==> src/rtl/bus_fabric.sv <==
// bus_fabric: single master to N_SLV word-addressed slaves, plus STATUS / FAULT_ADDR registers.
// Define BUS_FABRIC_TIMEOUT_EN to abort slave accesses that exceed TIMEOUT cycles.
module bus_fabric #(
  parameter int          N_SLV     = 4,
  parameter int          SLV_AW    = 10,
  parameter int          TIMEOUT   = 15,
  parameter logic [15:0] STAT_ADDR = 16'hFFF0
) (
  input  logic                 i_clk,
  input  logic                 i_reset,
  input  logic                 m_req,
  input  logic [15:0]          m_addr,
  input  logic                 m_we,
  input  logic [15:0]          m_wdata,
  output logic [15:0]          m_rdata,
  output logic                 m_ready,
  output logic [N_SLV-1:0]     s_req,
  output logic [15:0]          s_addr,
  output logic                 s_we,
  output logic [15:0]          s_wdata,
  input  logic [N_SLV*16-1:0]  s_rdata,
  input  logic [N_SLV-1:0]     s_ready,
  output logic                 o_err_int
);

  localparam int          SW         = (N_SLV > 1) ? $clog2(N_SLV) : 1;
  localparam logic [15:0] FAULT_ADDR = STAT_ADDR + 16'd1;

  typedef enum logic [1:0] {IDLE, ACCESS, RESP} state_t;

  state_t        state_q, state_d;
  logic [15:0]   addr_q, addr_d;
  logic [15:0]   wdata_q, wdata_d;
  logic [15:0]   rdata_q, rdata_d;
  logic [15:0]   fault_q, fault_d;
  logic          we_q, we_d;
  logic [SW-1:0] sel_q, sel_d;
  logic [2:0]    status_q, status_d;
  logic [2:0]    statusSet, statusClr;
  logic [15:0]   slotIdx;
  logic          isStat, isUnmapped, selReady, timeoutHit;
  logic [15:0]   selRdata;

  // The register window overrides slot decode, so it is excluded from the unmapped test.
  assign slotIdx    = 16'(m_addr >> SLV_AW);
  assign isStat     = (m_addr == STAT_ADDR) || (m_addr == FAULT_ADDR);
  assign isUnmapped = !isStat && (slotIdx >= 16'(N_SLV));

  always_comb begin
    selReady = 1'b0;
    selRdata = 16'h0000;
    for (int k = 0; k < N_SLV; k++) begin
      if (sel_q == SW'(k)) begin
        selReady = s_ready[k];
        selRdata = s_rdata[16*k +: 16];
      end
    end
  end

`ifdef BUS_FABRIC_TIMEOUT_EN
  logic [7:0] cnt_q, cnt_d;

  assign timeoutHit = (state_q == ACCESS) && !selReady && (cnt_q == 8'(TIMEOUT - 1));
  assign cnt_d      = (state_q == ACCESS) ? cnt_q + 8'd1 : 8'd0;

  always_ff @(posedge i_clk or posedge i_reset) begin
    if (i_reset) cnt_q <= 8'd0;
    else         cnt_q <= cnt_d;
  end
`else
  // A legal TIMEOUT is never 0, so ACCESS waits for s_ready indefinitely.
  assign timeoutHit = (TIMEOUT == 0);
`endif

  always_ff @(posedge i_clk or posedge i_reset) begin
    if (i_reset) state_q <= IDLE;
    else         state_q <= state_d;
  end

  always_comb begin
    state_d = state_q;
    case (state_q)
      IDLE:    if (m_req) state_d = (isStat || isUnmapped) ? RESP : ACCESS;
      ACCESS:  if (selReady || timeoutHit) state_d = RESP;
      RESP:    state_d = IDLE;
      default: state_d = IDLE;
    endcase
  end

  always_comb begin
    for (int k = 0; k < N_SLV; k++) begin
      s_req[k] = (state_q == ACCESS) && (sel_q == SW'(k));
    end
    m_ready = (state_q == RESP);
    m_rdata = (state_q == RESP) ? rdata_q : 16'h0000;
  end

  assign s_addr    = addr_q;
  assign s_we      = we_q;
  assign s_wdata   = wdata_q;
  assign o_err_int = |status_q[1:0];

  // A newly raised error beats a W1C clear of the same bit; overrun flags errors that pile up.
  always_comb begin
    addr_d    = addr_q;
    we_d      = we_q;
    wdata_d   = wdata_q;
    sel_d     = sel_q;
    rdata_d   = rdata_q;
    fault_d   = fault_q;
    statusSet = 3'b000;
    statusClr = 3'b000;
    case (state_q)
      IDLE: begin
        if (m_req) begin
          addr_d  = m_addr;
          we_d    = m_we;
          wdata_d = m_wdata;
          sel_d   = slotIdx[SW-1:0];
          rdata_d = 16'h0000;
          if (isStat) begin
            if (!m_we)                    rdata_d   = (m_addr == STAT_ADDR) ? {13'd0, status_q} : fault_q;
            else if (m_addr == STAT_ADDR) statusClr = m_wdata[2:0];
          end else if (isUnmapped) begin
            statusSet[1] = 1'b1;
            fault_d      = m_addr;
          end
        end
      end
      ACCESS: begin
        if (selReady) begin
          rdata_d = selRdata;
        end else if (timeoutHit) begin
          statusSet[0] = 1'b1;
          fault_d      = addr_q;
          rdata_d      = 16'h0000;
        end
      end
      default: ;
    endcase
    if ((|statusSet) && (|status_q[1:0])) statusSet[2] = 1'b1;
    status_d = (status_q & ~statusClr) | statusSet;
  end

  always_ff @(posedge i_clk or posedge i_reset) begin
    if (i_reset) begin
      addr_q   <= 16'h0000;
      we_q     <= 1'b0;
      wdata_q  <= 16'h0000;
      sel_q    <= '0;
      rdata_q  <= 16'h0000;
      fault_q  <= 16'h0000;
      status_q <= 3'b000;
    end else begin
      addr_q   <= addr_d;
      we_q     <= we_d;
      wdata_q  <= wdata_d;
      sel_q    <= sel_d;
      rdata_q  <= rdata_d;
      fault_q  <= fault_d;
      status_q <= status_d;
    end
  end

endmodule

==> config.mk <==
export PLATFORM = sky130hd
export DESIGN_NAME = bus_fabric
export DESIGN_NICKNAME = d
export VERILOG_FILES = /design/src/rtl/bus_fabric.sv
export SDC_FILE = /design/constraint.sdc
export NUM_CORES = 1
export LEC_CHECK = 0
export BUFFER_PORTS_ARGS = -buffer_cell sky130_fd_sc_hd__buf_2
export CORE_UTILIZATION = 48
export DETAILED_ROUTE_END_ITERATION = 16
export PLACE_DENSITY = 0.81
export SLEW_MARGIN = 10
export SYNTH_ARGS = -nofsm -noshare
export SYNTH_HDL_FRONTEND = slang
export SYNTH_SLANG_ARGS = --single-unit
==> constraint.sdc <==
create_clock -name i_clk -period 2.2 [get_ports i_clk]
set_input_delay 0.11 -clock i_clk [delete_from_list [all_inputs] [get_ports i_clk]]
set_output_delay 0.11 -clock i_clk [all_outputs]
set_load 0.01 [all_outputs]
==> impl_metrics.yaml, run 1 <==
run_status:
  outcome: "finished clean"
logic_synthesis:
  netlist_area_sq_um: 3580
  syn_avg_cell_area_sq_um: 13.0
  synth_mux_area_frac: 0.316
  synthXorXnorAreaFrac: 0
  yosys-top-cells-count: "dfrtp_1 (70), mux2_2 (64), nand2_1 (32)"
  synth_top_family_by_area: "multiplexers"
  synthArstFlopShare: 1.00
  synth_top_area_cell: "dfrtp_1"
  synth_area_leaders: "dfrtp_1 (49%), mux2_2 (20%), mux4_2 (10%)"
  synth_edf_count: 0
  synth-compound-area-share: 0.0551
  synthFlopType: "dfrtp_1"
  yosysMostFrequentCell: "dfrtp_1"
  synthAdderAreaFrac: 0
  postSynthCellCount: 275
  syn_nets: 379
  ys_ff_latch: 70
  ys.warnings.count: 0
  netlist.area_leader.share: 0.489
  yosysUniqueCellTypes: 34
  synth_simple_gate_area_frac: 0.104
  yosysSeqAreaShare: 0.489
timing:
  fin_crit_sh: 0.831
  fin_skew_ns: 0.00486
  rsz0062_at_grt: "false"
  worstMarginPinSlew_ns: 0.686
  hold_viol: 0
  max_slew_margin: 0.542
  hold_slack_ns: 0.0123
  fin_crit_ns: 1.83
  fmax_ghz: 0.547
  drv_slew: 0
  tns_ns: 0
  finalSetupViolations: 0
drt:
  ant_nets: 0
  via_per_inst: 5.24
  firstDrtPassIters: 4
  drtIter0Drc: 79
  finalWirelength_mm: 8.74
  routed-via-count: 2845
  drc: 0
  wl_per_cell_um: 16.1
placement:
  dpl_cell_area_sq_um: 4480
  gp_congestion: 0.769
  port_buffers: 158
  hpwl_mm: 6.54
hold_path:
  holdPathEnd: "s_wdata[6]"
  hold_path_depth: 2
  hold_start: "m_wdata[6]"
  hold_path.class: "in2reg"
floorplan:
  die_area_sq_um: 7820
  start_util: 0.494
  core-area_sq_um: 7250
  std_cell_rows: 31
  die_y_um: 88.4
  io_pins: 159
  dieWidth_um: 88.4
setup_path:
  reg2reg_slack_ns: 0.37
  r2r_end: "rdata_q[11]"
  cp_max_fo: 21
  crit_slowest_cell: "or2_2"
  critPathKind: "reg2reg"
  cpPeakStageDelay_ns: 0.44
  required_ns: 2.47
  crit_chain: "nor2b_1, buf_4, or2_2, o31ai_1, mux2_2"
  worstPathBufferInverterCount: 1
  cp_top_family: "simple AND/OR/NAND/NOR gates"
  worstRegToRegCells: 5
  r2r-start: "state_q[0]"
  crit_path_end_kind: "flop"
  critPathLaunchType: "flop"
  cp.arrival_ns: 2.10
clock_network:
  clock_latency_ns: 0.33
  clk_pin_slew_worst_paths_ns: 0.08
  cts_tree: "yes"
  cts_resized: 0
  root_buffer: "clkbuf_8"
  h-tree-depth: 3
  numCtsBuffers: 9
  post_cts_buffers: 0
  clock-sinks: 70
  clockBufferDepth: 2
pwr:
  power_density_nw_per_um2: 764
  p_clk_frac: 0.313
  p_leak_nw: 2.32
  power_frac_comb: 0.252
  ir_worst_vdd_uv: 615
  swShare: 0.274
  p_int_w: 0.00265
  pwr-share-seq: 0.434
  power.switching_w: 0.000998
cells_and_area:
  syn_to_final_growth_pct: 33.1
  nets: 543
  regArea_sq_um: 1750
  multiInputGateArea_sq_um: 1710
  final.fill_count: 575
  antenna_cells: 0
  final_area_sq_um: 4770
  final_layout_size_suffix_gt1_frac: 0.604
global_routing:
  grt_max_degree: 40
  grt_pass1_vias: 2791
  grt_use_total: 0.227
  grt_pass1_wl_mm: 13.2
  antenna_found_initial: 0
  grt_remaining_overflow: 0
run:
  maxCapViolCount: 0
[power by group through the flow]
stage	logic (W)	clock network (W)	registers, W
after floorplan	0.000533	0	0.00164
after global placement	0.000899	0	0.00160
after detailed placement	0.000918	0	0.00161
after CTS	0.000931	0.00116	0.00159
after global routing	0.000999	0.00122	0.00161
final	0.000919	0.00114	0.00158
[through the flow]
stage	power, W	setup slack, ns	util	instances
final	0.00365	0.371	0.658	543
after global routing	0.00383	0.232	0.658	543
after CTS	0.00368	0.354	0.658	543
after detailed placement	0.00252	0.360	0.618	520
after global placement	0.00249	0.415	0.618	520
after floorplan	0.00217	0.229	-	275
[metal layers]
metal | vias up | share of wire | GRT usage
met2 | 115 | 0.50 | 0.399
met3 | 9 | 0.061 | 0.0401
met1 | 1377 | 0.43 | 0.284
met4 | 0 | 0.0092 | 0.0748
met5 | - | 0 | 0
li1 | 1344 | - | -
[kinds of logic after synthesis]
kind of cell,Yosys count
buf+inv,24
compound gates,26
mux,85
simple gates,70
flops,70
[worst max path at each step]
stage	startpoint	endpoint	slack, ns	cells after the start
3_3_place_gp	m_addr[3]	rdata_q[1]	0.41	6
3_5_place_dp	m_addr[3]	rdata_q[11]	0.36	6
4_1_cts	state_q[0]	rdata_q[11]	0.35	5
6_report	state_q[0]	rdata_q[11]	0.37	5
2_1_floorplan	s_addr[10]	rdata_q[10]	0.23	6
5_1_grt	state_q[0]	rdata_q[11]	0.23	5
[layout make-up]
cell class                      count  area share
Clock inverter                      6      0.0178
Multi-Input combinational cell    181       0.358
Inverter                            3     0.00236
Timing Repair Buffer              174       0.200
Clock buffer                       10      0.0288
Tap cell                           99      0.0260
Sequential cell                    70       0.367
[state kept, by name, summed over array words and instances (netlist names)]
| name | cells |
|---|---|
| state_q | 2 |
| s_wdata | 16 |
| s_we | 1 |
| s_addr | 16 |
| rdata_q | 16 |
| fault_q | 16 |
| status_q | 3 |
[layout by cell type, fill, tap and decap left out, types with 3 or more instances in the layout]
cell,count
nor2b_1,3
dfrtp_1,70
mux2_2,64
nand4b_1,3
buf_4,7
o31ai_1,16
mux2i_1,4
nand2_1,32
buf_2,158
o21ai_0,3
clkbuf_8,10
dlygate4sd3_1,7
and2_1,16
mux4_2,16
[timing repair]
action | CTS | global route
setup endpoints to repair | 0 | 0
hold endpoints to repair | 37 | 0
hold buffers | 7 | 0
Note: power is estimated with default switching activity, not from simulation.
==> inputs of run 2 (changes only) <==
- CORE_UTILIZATION: 48 -> 43
- PLACE_DENSITY: 0.81 -> 0.77
- clock period: 2.2 -> 1.51 ns (I/O delays scaled with it)
==> impl_metrics.yaml, run 2 (synthesized netlist as in run 1, its figures left out) <==
clock_network:
  cts_tree: "yes"
  clockBufferDepth: 2
  clk_pin_slew_worst_paths_ns: 0.07
  h-tree-depth: 3
  clock_latency_ns: 0.34
  clock-sinks: 70
  root_buffer: "clkbuf_8"
  numCtsBuffers: 9
global_routing:
  grt_pass1_vias: 3488
  grtUsageMet1: 0.328
  grt_pass1_wl_mm: 18.2
  grt-busiest-layer: "met2"
  grt_use_met3: 0.0585
  grt_max_degree: 28
  use_met2: 0.496
  grt_use_total: 0.283
  grt_remaining_overflow: 0
  antenna_found_initial: 0
run_status:
  outcome: "finished with violations"
  violations: "setup timing"
hold_path:
  hold_start: "m_addr[14]"
  hold_path.class: "in2reg"
  holdPathEnd: "s_addr[14]"
  hold_path_depth: 2
drt:
  wl_per_cell_um: 20.1
  drc: 0
  ant_nets: 0
  finalWirelength_mm: 12.2
  drtIter0Drc: 132
  via_per_inst: 5.50
  routed-via-count: 3344
  firstDrtPassIters: 4
setup_path:
  critPathKind: "reg2reg"
  required_ns: 1.73
  critPathLaunchType: "flop"
  reg2reg_slack_ns: -0.24
  cpPeakStageDelay_ns: 0.53
  worstRegToRegCells: 5
  crit_path_end_kind: "flop"
  cp.arrival_ns: 1.98
  crit_chain: "buf_12, mux4_2, nand2_1, o31ai_1, mux2_2"
  cp_max_fo: 17
  r2r_end: "rdata_q[10]"
  crit_slowest_cell: "mux4_2"
  r2r-start: "s_addr[10]"
timing:
  fin_crit_sh: 1.16
  fmax_ghz: 0.571
  hold_viol: 0
  fin_ws_ns: -0.242
  drv_slew: 0
  finalSetupViolations: 87
  hold_slack_ns: 0.0320
  worstMarginPinSlew_ns: 0.564
  fin_skew_ns: 0.00559
  fin_crit_ns: 1.75
  rsz0062_at_grt: "true"
  max_slew_margin: 0.623
floorplan:
  io_pins: 159
  core-area_sq_um: 7890
  dieWidth_um: 93.3
  std_cell_rows: 32
  die_y_um: 93.3
  start_util: 0.454
  die_area_sq_um: 8710
placement:
  gp_congestion: 0.803
  hpwl_mm: 7.14
  port_buffers: 158
pwr:
  power_density_nw_per_um2: 962
  ir_worst_vdd_uv: 598
  p_leak_nw: 2.86
cells_and_area:
  final_layout_size_suffix_gt1_frac: 0.686
  fin_util: 0.749
  antenna_cells: 0
  layout_common_cells: "buf_2 (140), dfrtp_1 (67), mux2_4 (34)"
  final.fill_count: 524
  syn_to_final_growth_pct: 64.7
  final_common_cell: "buf_2"
  nets: 606
run:
  maxCapViolCount: 0
==> run 2: cell types whose count changed in the layout (fill, tap and decap cells not counted), sizes merged <==
cell,before,now
clkinvlp,2,1
clkbuf,10,17
buf,167,211
dlygate4sd3,7,20
bufinv,2,0
inv,3,2
nand2,33,35
clkinv,2,1
bufbuf,0,1
==> run 2: worst max-delay path by stage <==
stage / slack [ns] / end / startpoint / cells after the start
2_1_floorplan: -0.36 / rdata_q[10] / s_addr[10] / 6
3_3_place_gp: -0.32 / rdata_q[0] / m_addr[3] / 6
3_5_place_dp: -0.35 / rdata_q[2] / m_addr[3] / 6
4_1_cts: -0.21 / rdata_q[2] / s_addr[10] / 5
5_1_grt: -0.30 / rdata_q[11] / s_addr[10] / 5
6_report: -0.24 / rdata_q[10] / s_addr[10] / 5
==> run 2: layout make-up <==
| class | instances | area [sq um] | area share |
|---|---|---|---|
| clock buffer | 14 | 163 | 0.0275 |
| clock inverter | 1 | 5.00 | 0.000847 |
| inverter | 3 | 15.0 | 0.00254 |
| multi-input combinational | 183 | 2000 | 0.339 |
| sequential | 70 | 1760 | 0.297 |
| tap | 102 | 128 | 0.0216 |
| timing repair buffer | 235 | 1840 | 0.312 |
==> run 2: critical path: cells and delay by family, from the launching register on <==
family          cells  cell delay [ns]
flops               1             0.44
buf+inv             1             0.20
simple gates        1             0.08
mux                 2             0.82
compound gates      1             0.08
==> run 2: metal layers <==
metal  routed length [um]  part of all wire
met3                  776             0.063
met4                  365             0.030
met2                 6380              0.52
met5                    0                 0
met1                 4710              0.39
==> run 2: power breakdown <==
| group | leakage, nW | total [W] | internal, W | switching, W |
|---|---|---|---|---|
| sequential | 0.845 | 0.00233 | 0.00215 | 0.000177 |
| combinational | 1.93 | 0.00198 | 0.00118 | 0.000803 |
| clock | 0.0865 | 0.00137 | 0.000678 | 0.000690 |
| total | 2.86 | 0.00568 | 0.00401 | 0.00167 |
==> run 2: stage by stage <==
stage	total power [W]	worst slack, ns	area, sq um	instances	setup TNS (ns)
5_1_grt	0.00592	-0.298	5910	608	-16.18
4_1_cts	0.00556	-0.209	5720	604	-11.77
6_report	0.00568	-0.242	5910	608	-11.77
3_3_place_gp	0.00375	-0.315	4750	549	-11.36
3_5_place_dp	0.00381	-0.346	4750	549	-13.63
2_1_floorplan	0.00319	-0.355	3630	275	-5.95
==> run 2: timing repair <==
action,4_1_cts,5_1_grt
pin swaps,14,12
setup endpoints to repair,77,90
endpoints found under the hold margin,38,0
resized for setup,77,40
cloned,8,2
setup buffers,12,4
hold buffers,20,0
==> inputs of run 3 (changes only) <==
--- a/config.mk
+++ b/config.mk
@@ -10,2 +10,3 @@
 export DETAILED_ROUTE_END_ITERATION = 16
+export MAX_ROUTING_LAYER = met4
 export PLACE_DENSITY = 0.77
--- a/constraint.sdc
+++ b/constraint.sdc
@@ -3,2 +3,2 @@
 set_output_delay 0.0755 -clock i_clk [all_outputs]
-set_load 0.01 [all_outputs]
+set_load 0.005 [all_outputs]
==> impl_metrics.yaml, run 3 (synthesized netlist as in run 1, its figures left out) <==
run_status:
  outcome: "finished with violations"
  violations: "setup timing"
floorplan:
  core-area_sq_um: 7890
  std_cell_rows: 32
  start_util: 0.454
  die_y_um: 93.3
  die_area_sq_um: 8710
  io_pins: 159
  dieWidth_um: 93.3
placement:
  port_buffers: 158
  hpwl_mm: 7.11
  dp_cells: 550
  gp_congestion: 0.812
  dpl_cell_area_sq_um: 4760
timing:
  fmax_ghz: 0.549
  fin_skew_ns: 0.00767
  fin_crit_ns: 1.82
  finalSetupViolations: 79
  max_slew_margin: 0.720
  drv_slew: 0
  fin_crit_sh: 1.21
  rsz0062_at_grt: "true"
  tns_ns: -9.69
  fin_ws_ns: -0.311
  worstMarginPinSlew_ns: 0.420
  hold_slack_ns: 0.0220
  hold_viol: 0
pwr:
  power_density_nw_per_um2: 988
  p_leak_nw: 2.79
  ir_worst_vdd_uv: 596
clock_network:
  root_buffer: "clkbuf_8"
  cts_tree: "yes"
  clk_pin_slew_worst_paths_ns: 0.07
  clock_latency_ns: 0.35
  clockBufferDepth: 2
  clock-sinks: 70
  h-tree-depth: 3
  numCtsBuffers: 9
global_routing:
  grt_use_met3: 0.0569
  use_met2: 0.444
  grt_remaining_overflow: 0
  grt_max_degree: 71
  grt_pass1_vias: 3330
  grtUsageMet1: 0.313
  grt_use_total: 0.262
  antenna_found_initial: 0
  grt-busiest-layer: "met2"
  grt_pass1_wl_mm: 16.7
hold_path:
  hold_start: "m_we"
  hold_path.class: "in2reg"
cells_and_area:
  antenna_cells: 0
  final_area_sq_um: 5660
  fin_util: 0.717
  layout_common_cells: "buf_2 (157), dfrtp_1 (67), mux2_4 (37)"
  final.fill_count: 538
  nets: 598
  final_cells: 601
  final_layout_size_suffix_gt1_frac: 0.669
  final_common_cell: "buf_2"
  syn_to_final_growth_pct: 57.8
drt:
  via_per_inst: 5.37
  firstDrtPassIters: 4
  routed-via-count: 3227
  ant_nets: 0
  drc: 0
  finalWirelength_mm: 11.0
  drtIter0Drc: 118
  wl_per_cell_um: 18.3
setup_path:
  crit_path_end_kind: "flop"
  cp_max_fo: 8
  required_ns: 1.74
  critPathLaunchType: "flop"
  critPathKind: "reg2reg"
  cp.arrival_ns: 2.05
  r2r-start: "s_addr[10]"
  crit_path_start: "s_addr[10]"
run:
  maxCapViolCount: 0
[run 3: stage by stage]
| step | setup slack (ns) | power, W |
|---|---|---|
| after CTS | -0.234 | 0.00558 |
| final | -0.311 | 0.00559 |
| after global routing | -0.324 | 0.00584 |
| after floorplan | -0.333 | 0.00312 |
| after detailed placement | -0.335 | 0.00372 |
| after global placement | -0.278 | 0.00367 |
[run 3: layer usage]
metal  share of wire  vias up
li1                -     1455
met1            0.41     1609
met2            0.51      142
met3           0.058       21
met4           0.015        0
met5               0        -
[run 3: layout make-up]
cell class	count	area (sq um)	area share
tap	102	128	0.0226
timing repair buffer	229	1600	0.282
multi-input combinational	181	1960	0.347
inverter	3	15.0	0.00265
clock buffer	12	155	0.0274
clock inverter	4	45.0	0.00796
sequential	70	1760	0.310
[run 3: power by group]
part	switching, W	internal [W]
Combinational	0.000670	0.00106
Clock	0.000686	0.000845
Sequential	0.000177	0.00215
[run 3: worst paths after layout]
kind | end | slack (ns) | cells past startpoint
worst max-delay path | rdata_q[8] | -0.31 | 6
worst min-delay path | s_we | 0.02 | 2
worst max register to register | rdata_q[8] | -0.31 | 6
worst min register to register | status_q[2] | 0.50 | 1
max in group asynchronous | s_addr[10] | 0.81 | 4
min in group asynchronous | rdata_q[9] | 0.38 | 4
[run 3: critical path, cell delays in order, from the launching register on]
cell and delay, ns:
dfrtp_2 0.47, mux2i_1 0.14, o21a_1 0.22, a211oi_4 0.22, buf_6 0.17, clkbuf_16 0.16, mux2_2 0.32
[run 3: repair_timing]
item                       in CTS  in global routing
setup buffers                  10                  6
gates cloned                    3                  4
hold buffers                   17                  0
setup endpoints to repair      84                 88
resized for setup              51                 32
hold endpoints to repair       87                  0
pin swaps                       4                  8
